===== config.mk =====
export PLATFORM = sky130hd
export DESIGN_NAME = ai_frame_scheduler
export DESIGN_NICKNAME = d
export VERILOG_FILES = /design/src/rtl/ai_frame_scheduler.sv
export SDC_FILE = /design/constraint.sdc
export NUM_CORES = 1
export LEC_CHECK = 0
export CAP_MARGIN = 20
export CORE_MARGIN = 2
export CORE_UTILIZATION = 56
export CTS_CLUSTER_SIZE = 14
export DETAILED_ROUTE_END_ITERATION = 10
export PLACE_DENSITY = 0.76
export SETUP_SLACK_MARGIN = 0.15
export SLEW_MARGIN = 25
export SYNTH_ARGS = -nofsm -noshare
export SYNTH_HDL_FRONTEND = slang
export SYNTH_SLANG_ARGS = --single-unit

===== constraint.sdc =====
create_clock -name clk -period 22.4 [get_ports clk]
set_clock_uncertainty 0.1 [all_clocks]
set_input_delay 4.48 -clock clk [delete_from_list [all_inputs] [get_ports clk]]
set_output_delay 4.48 -clock clk [all_outputs]
set_load 0.1 [all_outputs]

===== src/rtl/ai_frame_scheduler.sv =====
// Camera-to-AXI-Stream frame ingress: vsync-framed pixel capture into a small FIFO,
// with start/end-of-frame marking, overflow/short-frame drop and frame statistics.
module ai_frame_scheduler #(
    parameter int DEPTH        = 16,
    parameter int FRAME_PIXELS = 921600,
    parameter int CNT_W        = 20
) (
    input  logic                     clk,
    input  logic                     rst,
    input  logic                     en,
    input  logic                     in_vsync,
    input  logic                     in_den,
    input  logic [23:0]              cam_data,
    output logic [23:0]              m_axis_tdata,
    output logic                     m_axis_tvalid,
    input  logic                     m_axis_tready,
    output logic                     m_axis_tuser,
    output logic                     m_axis_tlast,
    output logic                     busy,
    output logic                     frame_done,
    output logic                     frame_drop,
    output logic [15:0]              frame_cnt,
    output logic [15:0]              drop_cnt,
    output logic [$clog2(DEPTH):0]   fifo_level
);
    localparam int AW = $clog2(DEPTH);
    localparam int LW = AW + 1;
    localparam logic [CNT_W-1:0] FP      = CNT_W'(FRAME_PIXELS);
    localparam logic [CNT_W-1:0] FP_LAST = CNT_W'(FRAME_PIXELS - 1);

    typedef enum logic [1:0] {S_IDLE, S_ACTIVE, S_DONE, S_DROP} state_t;

    state_t            state_q, state_d;
    logic              vs_prev_q;
    logic [CNT_W-1:0]  pix_cnt_q, pix_cnt_d;
    logic [AW-1:0]     wr_ptr_q, rd_ptr_q;
    logic [LW-1:0]     level_q, level_d;
    logic [25:0]       mem_q [DEPTH];
    logic              done_q, done_d, drop_q, drop_d;
    logic [15:0]       frame_cnt_q, drop_cnt_q;

    logic vs_rise, den_ok, full, push, pop;

    assign vs_rise = in_vsync && !vs_prev_q;
    assign den_ok  = in_den && !in_vsync;
    assign full    = (level_q == LW'(DEPTH));
    assign pop     = m_axis_tvalid && m_axis_tready;

    always_comb begin
        state_d   = state_q;
        pix_cnt_d = pix_cnt_q;
        done_d    = 1'b0;
        drop_d    = 1'b0;
        push      = 1'b0;
        case (state_q)
            S_IDLE: begin
                if (vs_rise && en) begin
                    state_d   = S_ACTIVE;
                    pix_cnt_d = '0;
                end
            end
            S_ACTIVE: begin
                if (vs_rise) begin
                    // A frame cut short by a new vsync counts as dropped.
                    if (pix_cnt_q != '0 && pix_cnt_q < FP) drop_d = 1'b1;
                    state_d   = en ? S_ACTIVE : S_IDLE;
                    pix_cnt_d = '0;
                end else if (den_ok && full) begin
                    state_d = S_DROP;
                    drop_d  = 1'b1;
                end else if (den_ok && pix_cnt_q < FP) begin
                    push      = 1'b1;
                    pix_cnt_d = pix_cnt_q + CNT_W'(1);
                    if (pix_cnt_q == FP_LAST) begin
                        state_d = S_DONE;
                        done_d  = 1'b1;
                    end
                end
            end
            S_DONE, S_DROP: begin
                if (vs_rise) begin
                    state_d   = en ? S_ACTIVE : S_IDLE;
                    pix_cnt_d = '0;
                end
            end
            default: state_d = S_IDLE;
        endcase
    end

    always_comb begin
        level_d = level_q;
        case ({push, pop})
            2'b10:   level_d = level_q + LW'(1);
            2'b01:   level_d = level_q - LW'(1);
            default: level_d = level_q;
        endcase
    end

    always_ff @(posedge clk or posedge rst) begin
        if (rst) begin
            state_q     <= S_IDLE;
            vs_prev_q   <= 1'b0;
            pix_cnt_q   <= '0;
            wr_ptr_q    <= '0;
            rd_ptr_q    <= '0;
            level_q     <= '0;
            done_q      <= 1'b0;
            drop_q      <= 1'b0;
            frame_cnt_q <= '0;
            drop_cnt_q  <= '0;
            for (int i = 0; i < DEPTH; i++) mem_q[i] <= '0;
        end else begin
            state_q   <= state_d;
            vs_prev_q <= in_vsync;
            pix_cnt_q <= pix_cnt_d;
            level_q   <= level_d;
            done_q    <= done_d;
            drop_q    <= drop_d;
            if (done_d) frame_cnt_q <= frame_cnt_q + 16'd1;
            if (drop_d) drop_cnt_q  <= drop_cnt_q + 16'd1;
            if (push) begin
                mem_q[wr_ptr_q] <= {pix_cnt_q == '0, pix_cnt_q == FP_LAST, cam_data};
                wr_ptr_q        <= wr_ptr_q + AW'(1);
            end
            if (pop) rd_ptr_q <= rd_ptr_q + AW'(1);
        end
    end

    assign m_axis_tvalid = (level_q != '0);
    assign m_axis_tdata  = mem_q[rd_ptr_q][23:0];
    assign m_axis_tlast  = mem_q[rd_ptr_q][24];
    assign m_axis_tuser  = mem_q[rd_ptr_q][25];
    assign busy          = (state_q != S_IDLE) || m_axis_tvalid;
    assign frame_done    = done_q;
    assign frame_drop    = drop_q;
    assign frame_cnt     = frame_cnt_q;
    assign drop_cnt      = drop_cnt_q;
    assign fifo_level    = level_q;
endmodule


==> metrics.cfg, run 1 <==
[grt]
grt_util_met3_pct = 3.68
first_global_vias = 13700
use_met2_pct = 40.9
grt_max_degree = 137
grt_use_total_pct = 24.8
antenna_found_initial = 1
grt_use_met1_pct = 34.3
gr-total-overflow = 0
busiest_layer = met2
grt_pass1_wl_mm = 79.3

[clocking]
cts_resized = 0
root_buffer = clkbuf_16
cts_tree = built
cts_hold_buffers = 0
path_clk_slew_ns = 0.06
clk_path_buf_depth = 3
cts_htree_levels = 2
post-cts-setup-buffer-count = 0
cts_buffers = 52
clkLatencyLatePin_ns = 0.59
cts_sinks = 486

[pwr]
pwr-share-seq_pct = 40.1
internal-power_mw = 2.11
pwr-share-comb_pct = 33.3
power.leakage_nw = 11.8
swShare_pct = 34.8
power_switching_mw = 1.12
fin_total_pwr_mw = 3.23
clock_power_share_pct = 26.6
power.density_nw_per_um2 = 127
irDropWorstVdd_mv = 0.0891

[floorplan]
ios = 97
rows = 73
fp.coreArea_um2 = 39600
start_util_pct = 56.6
die_w_um = 204
die_h_um = 204
die-area_um2 = 41700

[worst_setup_path]
critPathSlowestCell = clkdlybuf4s50_1
max_stage_delay_ns = 0.99
criticalPathCategory = register to output pin
path_max_fanout = 44
crit_arrival_ns = 4.41
critical_path_required_ns = 17.82
cp.buffers_inverters = 2
cp_cell_sequence = buf_4 > mux4_2 > mux4_2 > clkdlybuf4s50_1
path_delay_family = buffers and inverters
crit_top_cell = mux4_2
critPathCaptureType = output pin
worstSetupStartpointType = register

[run]
maxCapViolCount = 0

[timing]
worst_pin_slew_ns = 1.10
finalSetupViolCount = 0
rsz0062_at_grt = false
slew_headroom_pct = 26.3
hold_viol_final = 0
post-route-min-period_ns = 8.99
slew_viol_final = 0
fin_crit_sh_pct = 40.1
tns_ns = 0
fmax_mhz = 111

[logic_synthesis]
ys.flop_type = dfrtp_1
synth_common_cells = dfrtp_1, mux2_2, mux4_2, nand2_1, clkbuf_1
synth_top_area_share_pct = 54.2
async_flop_share_pct = 100
syn_avg_cell_area_um2 = 15.2
ys_ff_latch = 486
syn_inst = 1480
synth_top_cell_by_area = dfrtp_1
yosysMostFrequentCell = dfrtp_1
synth.distinct_cells = 57
ys_top_cells_by_area = dfrtp_1, mux2_2, mux4_2, xor2_1, nand2_1
synth_edf_count = 0
synth-warning-count = 0
seq_area_frac_synth_pct = 54.2
syn_nets = 1523
syn_area_um2 = 22400

[routing]
first_pass_iters = 5
wirelength_mm = 49.6
vias_per_cell = 6.12
vias = 12900
route.detailed.drc = 0
ant_nets = 0
dr.first_iter.drc_count = 826
routedWlPerCell_um = 23.5

[placed_design]
io_buffers = 96
place.gp.congestion = 0.817
hpwlAfterDp_mm = 28.0

[run_status]
status = finished, final reports clean

[final_layout]
fin_nets = 1587
antennaDiodeCount = 0
drive_gt1_share_pct = 41.4
syn_to_final_growth_pct = 13.8
fin_util_pct = 64.4

[min_path]
min_path_type = register to register

==> worst register-to-register path, cell delays in order (launching register included) <==
cell	delay (ns)
dfrtp_1	0.47
or4_4	0.61
o21ai_2	0.30
nor2_1	0.10
clkinv_1	0.24
ha_1	0.40
xor2_1	0.12
ha_1	0.22
nor2b_1	0.13
o21ai_0	0.24
a31oi_1	0.14
nor2_1	0.14
xnor2_1	0.12
==> state kept, by name, indices dropped and copies added (netlist names) <==
name        flops
drop_cnt       16
fifo_level      5
frame_cnt      16
frame_done      1
frame_drop      1
mem_q         416
pix_cnt_q      20
rd_ptr_q        4
state_q         2
vs_prev_q       1
wr_ptr_q        4
==> path summary, 6_finish.rpt <==
path                               start                to  slack (ns)  cells after the start
hold reg to reg               mem_q[129]        mem_q[129]        0.38                      2
max in group asynchronous            rst         mem_q[68]       14.24                      6
setup / recovery             rd_ptr_q[0]  m_axis_tdata[13]       13.41                      4
setup reg to reg           fifo_level[1]     fifo_level[4]       19.00                     12
min in group asynchronous            rst        mem_q[331]        4.30                      2
hold / removal                mem_q[129]        mem_q[129]        0.38                      2
==> power groups by stage <==
| stage | registers [mW] | logic (mW) | clock network, mW |
|---|---|---|---|
| after floorplan | 1.25 | 0.890 | 0 |
| after global placement | 1.30 | 1.06 | 0 |
| after detailed placement | 1.31 | 1.08 | 0 |
| after CTS | 1.30 | 1.09 | 0.873 |
| after global routing | 1.33 | 1.13 | 0.912 |
| final | 1.30 | 1.08 | 0.859 |
==> placed cells by master, fill, tap and decap left out, types with 10 or more instances in the layout <==
cell type | Yosys | routed
nand2_1 | 56 | 56
buf_4 | 6 | 16
clkbuf_16 | 0 | 53
ha_1 | 13 | 13
inv_1 | 17 | 16
xor2_1 | 33 | 33
nor2_1 | 30 | 29
clkinv_2 | 0 | 11
mux4_2 | 130 | 130
dfrtp_1 | 486 | 482
nand4_1 | 23 | 23
nor4_1 | 13 | 13
clkbuf_8 | 0 | 12
clkdlybuf4s50_1 | 0 | 96
clkbuf_1 | 51 | 15
mux2_2 | 385 | 385
nand3_1 | 20 | 20
o21ai_0 | 34 | 34
xnor2_1 | 21 | 21
nor3_1 | 11 | 10
==> through the flow <==
stage          area, um2  worst slack [ns]  hold slack [ns]  std cells
3_5_place_dp       23800             12.97            0.367       2015
4_1_cts            25500             13.29            0.381       2113
3_3_place_gp       23800             13.06            0.357       2014
5_1_grt            25500             13.18            0.397       2113
6_report           25500             13.41            0.377       2113
2_1_floorplan      22400              4.26            0.345       1480
==> cells by family (layout without fill, tap and decap cells) <==
family	Yosys count	after routing	share of synthesized area [%]
AOI/OAI and AO/OA	62	62	1.68
xor gates and xnor gates	54	54	2.11
adders and majority gates	13	13	0.725
buffers and inverters	123	231	2.38
DFF	486	486	54.2
muxes	522	522	32.7
and+or+nand+nor	220	220	6.18
==> final cells by class <==
type	instances	area [um2]
Clock buffer	80	1550
Clock inverter	18	178
Fill cell	2848	14100
Inverter	18	80.1
Multi-Input combinational cell	871	9760
Sequential cell	486	12200
Tap cell	525	657
Timing Repair Buffer	115	1130
==> metal layers <==
metal	vias to the layer above	part of all wire [%]
li1	5630	-
met5	-	0.020
met2	314	50
met1	6907	43
met3	89	4.8
met4	2	2.5
No activity file was read; power rests on OpenSTA's default activity.
==> run 2: changes to the inputs <==
Clock period 22.4 ns to 8.9 ns, I/O delays scaled along.
==> run 2 against run 1 <==
Effect of this change:
- clock-buffer cell count up 1
- combinational power increased to 2.5 times the previous value
- die area did not move
- largest cell class unchanged
- highest routed layer is now met4
==> metrics.cfg, run 2 (synthesized netlist as in run 1, its figures left out) <==
[placed_design]
place.gp.congestion = 0.815  ; -0.21%
post-place-cells = 2013  ; -0.099%
hpwlAfterDp_mm = 27.6  ; -1.3%
placed_area_um2 = 23800  ; +0.21%
io_buffers = 96  ; unchanged

[clocking]
post-cts-setup-buffer-count = 0  ; unchanged
cts_hold_buffers = 0  ; unchanged
clkLatencyLatePin_ns = 0.59  ; about the same
cts_htree_levels = 2  ; unchanged
root_buffer = clkbuf_16
cts_tree = built
cts_resized = 0  ; unchanged
clk_path_buf_depth = 3  ; unchanged
cts_sinks = 486  ; unchanged
cts_buffers = 52  ; unchanged
path_clk_slew_ns = 0.06  ; about the same

[timing]
slew_headroom_pct = 29.3  ; +3.0 points
fmax_mhz = 161
worst_pin_slew_ns = 1.06  ; -0.0448 ns
tns_ns = 0  ; unchanged
post-route-min-period_ns = 6.21
slew_viol_final = 0  ; unchanged
fin_crit_sh_pct = 69.8
rsz0062_at_grt = false
timing.hold.ws_ns = 0.375  ; -0.00155 ns
hold_viol_final = 0  ; unchanged
finalSetupViolCount = 0  ; unchanged

[final_layout]
antennaDiodeCount = 0  ; unchanged
reg_top3 = mem_q: 416 flops, pix_cnt_q: 20 flops
drive_gt1_share_pct = 41.5  ; +0.10 points
fin_nets = 1585  ; -0.13%
layout.cells.non_filler = 2109  ; -0.19%
layout_common_cells = dfrtp_1, mux2_2, mux4_2
syn_to_final_growth_pct = 14.5
num-fill-cells = 2793  ; -1.9%
final_common_cell = dfrtp_1
finalInstanceArea_um2 = 25700  ; +0.69%
top_register = mem_q
largest_reg_flops = 416  ; unchanged

[pwr]
pwr-share-seq_pct = 39.2  ; -0.9 points
swShare_pct = 34.3  ; -0.51 points
irDropWorstVdd_mv = 0.230  ; +160%
pwr-share-comb_pct = 32.9  ; -0.4 points
power.leakage_nw = 11.9  ; +0.62%
clock_power_share_pct = 27.9  ; +1.3 points
power_switching_mw = 2.84  ; +150%
power.density_nw_per_um2 = 323  ; +160%
internal-power_mw = 5.46  ; +160%

[grt]
antenna_found_initial = 0  ; -1
grt_use_total_pct = 24.9  ; +0.15 points
gr-total-overflow = 0  ; unchanged
first_global_vias = 13800  ; +0.13%
grt_max_degree = 141  ; +2.9%
grt_pass1_wl_mm = 79.7  ; +0.54%

[worst_setup_path]
criticalPathCategory = register to output pin
max_stage_delay_ns = 0.99  ; about the same
path_max_fanout = 56  ; +27%
crit_top_cell = mux4_2
path_delay_family = buffers and inverters
critical_path_required_ns = 7.02  ; -10.80 ns
critPathCaptureType = output pin
critPathSlowestCell = dfrtp_4
worstSetupStartpointType = register
cp_cell_sequence = buf_4 > mux4_2 > mux4_2 > clkdlybuf4s50_1
regToRegSetupSlack_ns = 4.84  ; -14.16 ns
crit_arrival_ns = 4.33  ; -0.08 ns
cp.buffers_inverters = 2  ; unchanged

[floorplan]
die_w_um = 204  ; unchanged
rows = 73  ; unchanged
die-area_um2 = 41700  ; unchanged
fp.coreArea_um2 = 39600  ; unchanged
ios = 97  ; unchanged
start_util_pct = 56.6  ; unchanged
die_h_um = 204  ; unchanged

[routing]
first_pass_iters = 7  ; +2
wirelength_mm = 50.0  ; +0.83%
route.detailed.drc = 0  ; unchanged
routedWlPerCell_um = 23.7  ; +1.0%
vias = 13000  ; +0.66%
ant_nets = 0  ; unchanged
dr.first_iter.drc_count = 1060  ; +28%
vias_per_cell = 6.18  ; +0.86%

[run]
maxCapViolCount = 0  ; unchanged

[run_status]
status = finished, final reports clean

[min_path]
min_path_type = register to register

==> run 2: worst register-to-register path, stage by stage (launching register included) <==
cell and delay, ns:
dfrtp_1 0.45, nor3_1 0.33, a21oi_1 0.19, nor2_1 0.74
clkinv_1 0.61, ha_1 0.50, xor2_1 0.18, ha_1 0.22
nor2b_1 0.13, o21ai_0 0.18, a31oi_1 0.10, nor2_1 0.13
xnor2_1 0.12
==> run 2: path summary, 6_finish.rpt <==
check,depth (start not counted),from,end
worst max register to register,12,pix_cnt_q[15],fifo_level[4]
max in group asynchronous,4,rst,mem_q[30]
worst min register to register,1,drop_cnt[15],drop_cnt[15]
worst max-delay path,4,rd_ptr_q[1],m_axis_tdata[13]
min in group asynchronous,3,rst,mem_q[305]
worst min-delay path,1,drop_cnt[15],drop_cnt[15]
==> run 2: layout make-up <==
class,instances,area (um2),area share [%]
Inverter,18,71.3,0.278
Tap cell,525,657,2.56
Multi-Input combinational cell,871,9770,38.0
Clock buffer,81,1620,6.32
Sequential cell,486,12200,47.4
Timing Repair Buffer,113,1160,4.52
Clock inverter,15,244,0.950
==> run 2: per-stage QoR <==
stage,power (mW),setup WS (ns),util [%]
global route,8.68,2.59,64.8
global placement,5.94,3.06,59.9
finish,8.30,2.69,64.8
floorplan,5.40,0.431,-
CTS,8.37,2.67,64.8
detailed placement,6.04,3.02,60.1
==> run 2: power by group through the flow <==
stage	clock network, mW	logic, mW	registers (mW)
after floorplan	0	2.24	3.16
after global placement	0	2.65	3.29
after detailed placement	0	2.75	3.29
after CTS	2.35	2.76	3.26
after global routing	2.45	2.89	3.34
final	2.31	2.73	3.26
==> run 2: routing by layer <==
layer | GRT usage [%] | vias to the layer above | part of all wire, %
li1 | - | 5650 | -
met3 | 4.50 | 58 | 4.6
met2 | 39.9 | 299 | 49
met4 | 5.59 | 0 | 1.5
met5 | 0 | - | 0
met1 | 36.1 | 7021 | 45
==> run 3: changes to the inputs <==
Settings changed: CORE_UTILIZATION 56 to 55, PLACE_DENSITY 0.76 to 0.77.
Clock period 8.9 ns to 5.2 ns, I/O delays scaled along.
==> run 3 against run 2 <==
Effect of this change:
- design area shrank 0.48%
- total power up 66%
- wire length fell by 1.9%
- clock-buffer cell count shrank 5
- final cell count is 0.28% higher
- via count decreased by 0.29%
- hold slack got worse by 0.0056 ns
- critical path depth unchanged
- global-route usage fell by 0.55 points
- sequential cell count unchanged
- register-to-register slack worse by 3.0 ns
- largest power group unchanged
- clock power is 56% higher
- largest cell class unchanged
==> metrics.cfg, run 3 (synthesized netlist as in run 1, its figures left out) <==
[run_status]
status = finished, final reports clean

[placed_design]
place.gp.congestion = 0.856  ; +5.0%
placed_area_um2 = 23900  ; +0.35%
hpwlAfterDp_mm = 28.2  ; +2.2%
io_buffers = 96  ; unchanged

[final_layout]
top_register = mem_q
final_common_cell = dfrtp_1
drive_gt1_share_pct = 43.1  ; +1.7 points
antennaDiodeCount = 0  ; unchanged
num-fill-cells = 2901  ; +3.9%
layout_common_cells = dfrtp_1, mux2_2, mux4_2
reg_top3 = mem_q: 416 flops, pix_cnt_q: 20 flops
finalInstanceArea_um2 = 25600  ; -0.48%
fin_nets = 1597  ; +0.76%
syn_to_final_growth_pct = 14.0
largest_reg_flops = 416  ; unchanged

[clocking]
cts_tree = built
clkLatencyLatePin_ns = 0.59  ; about the same
cts_hold_buffers = 0  ; unchanged
cts_resized = 0  ; unchanged
clk_path_buf_depth = 3  ; unchanged
path_clk_slew_ns = 0.06  ; about the same
cts_sinks = 486  ; unchanged
post-cts-setup-buffer-count = 0  ; unchanged
root_buffer = clkbuf_16
cts_htree_levels = 2  ; unchanged
cts_buffers = 51  ; -1.9%

[routing]
first_pass_iters = 5  ; -2
vias = 13000  ; -0.29%
wirelength_mm = 49.1  ; -1.9%
dr.first_iter.drc_count = 908  ; -14%
route.detailed.drc = 0  ; unchanged
ant_nets = 0  ; unchanged
routedWlPerCell_um = 23.2  ; -2.2%
vias_per_cell = 6.14  ; -0.57%

[worst_setup_path]
critPathSlowestCell = buf_4
cp_cell_sequence = buf_4 > mux4_2 > mux4_2 > buf_4
criticalPathCategory = register to output pin
path_delay_family = multiplexers
crit_arrival_ns = 3.48  ; -0.85 ns
critPathCaptureType = output pin
max_stage_delay_ns = 0.80  ; -0.19 ns
path_max_fanout = 46  ; -18%
worstSetupStartpointType = register
critical_path_required_ns = 4.06  ; -2.96 ns
cp.buffers_inverters = 2  ; unchanged

[floorplan]
start_util_pct = 56.1  ; -0.52 points
die_h_um = 206  ; +0.89%
fp.coreArea_um2 = 40000  ; +0.92%
ios = 97  ; unchanged
die_w_um = 206  ; +0.89%
die-area_um2 = 42400  ; +1.8%
rows = 73  ; unchanged

[timing]
slew_headroom_pct = 32.5  ; +3.3 points
worst_pin_slew_ns = 1.01  ; -0.0516 ns
hold_viol_final = 0  ; unchanged
finalSetupViolCount = 0  ; unchanged
fin_crit_sh_pct = 88.9
slew_viol_final = 0  ; unchanged
post-route-min-period_ns = 4.62
rsz0062_at_grt = false
fmax_mhz = 216
timing.hold.ws_ns = 0.370  ; -0.00557 ns

[grt]
antenna_found_initial = 0  ; unchanged
grt_max_degree = 137  ; -2.8%
grt_use_total_pct = 24.4  ; -0.55 points
first_global_vias = 13800  ; +0.029%
grt_pass1_wl_mm = 78.8  ; -1.2%
gr-total-overflow = 0  ; unchanged

[run]
maxCapViolCount = 0  ; unchanged

[pwr]
pwr-share-seq_pct = 39.7  ; +0.5 points
clock_power_share_pct = 26.2  ; -1.7 points
power_switching_mw = 4.82  ; +70%
fin_total_pwr_mw = 13.8  ; +66%
internal-power_mw = 8.98  ; +65%
power.leakage_nw = 11.9  ; +0.19%
pwr-share-comb_pct = 34.1  ; +1.2 points
swShare_pct = 34.9  ; +0.68 points
irDropWorstVdd_mv = 0.449  ; +95%
power.density_nw_per_um2 = 540  ; +67%

[min_path]
min_path_type = register to register

-- run 3: through the flow --
stage / worst slack (ns) / setup TNS, ns / utilization, % / std cells
finish: 0.577 / 0 / 63.9 / 2115
detailed placement: 1.11 / 0 / 59.8 / 2026
global route: 0.337 / 0 / 63.9 / 2115
floorplan: -2.53 / -1228.93 / - / 1480
global placement: 1.12 / 0 / 59.8 / 2026
CTS: 0.471 / 0 / 63.9 / 2115
-- run 3: final timing paths --
path / startpoint / to / slack (ns) / cells past startpoint
worst max-delay path: rd_ptr_q[0] / m_axis_tdata[13] / 0.58 / 4
worst min-delay path: drop_cnt[15] / drop_cnt[15] / 0.37 / 1
worst max register to register: fifo_level[1] / fifo_level[4] / 1.88 / 13
worst min register to register: drop_cnt[15] / drop_cnt[15] / 0.37 / 1
max in group asynchronous: rst / frame_cnt[2] / 2.86 / 3
min in group asynchronous: rst / mem_q[71] / 0.91 / 2
-- run 3: power by group through the flow --
stage / Sequential [mW] / Clock [mW] / Combinational, mW
2_1_floorplan: 5.40 / 0 / 3.83
3_3_place_gp: 5.48 / 0 / 4.67
3_5_place_dp: 5.54 / 0 / 4.75
4_1_cts: 5.48 / 3.67 / 4.76
5_1_grt: 5.62 / 3.81 / 4.98
6_report: 5.48 / 3.61 / 4.71
-- run 3: routing by layer --
metal	GRT usage, %	wire [um]	part of all wire, %	vias up
met5	0	0	0	-
met2	39.8	24100	49	275
met1	34.1	21700	44	6972
met3	4.64	2190	4.5	82
met4	6.30	1110	2.3	0
li1	-	-	-	5661
-- run 3: layout make-up --
class | count | area [um2] | area share (%)
sequential | 486 | 12200 | 47.6
timing repair buffer | 126 | 1250 | 4.90
inverter | 18 | 71.3 | 0.279
tap | 525 | 657 | 2.57
multi-input combinational | 871 | 9760 | 38.2
clock inverter | 13 | 131 | 0.514
clock buffer | 76 | 1530 | 5.98
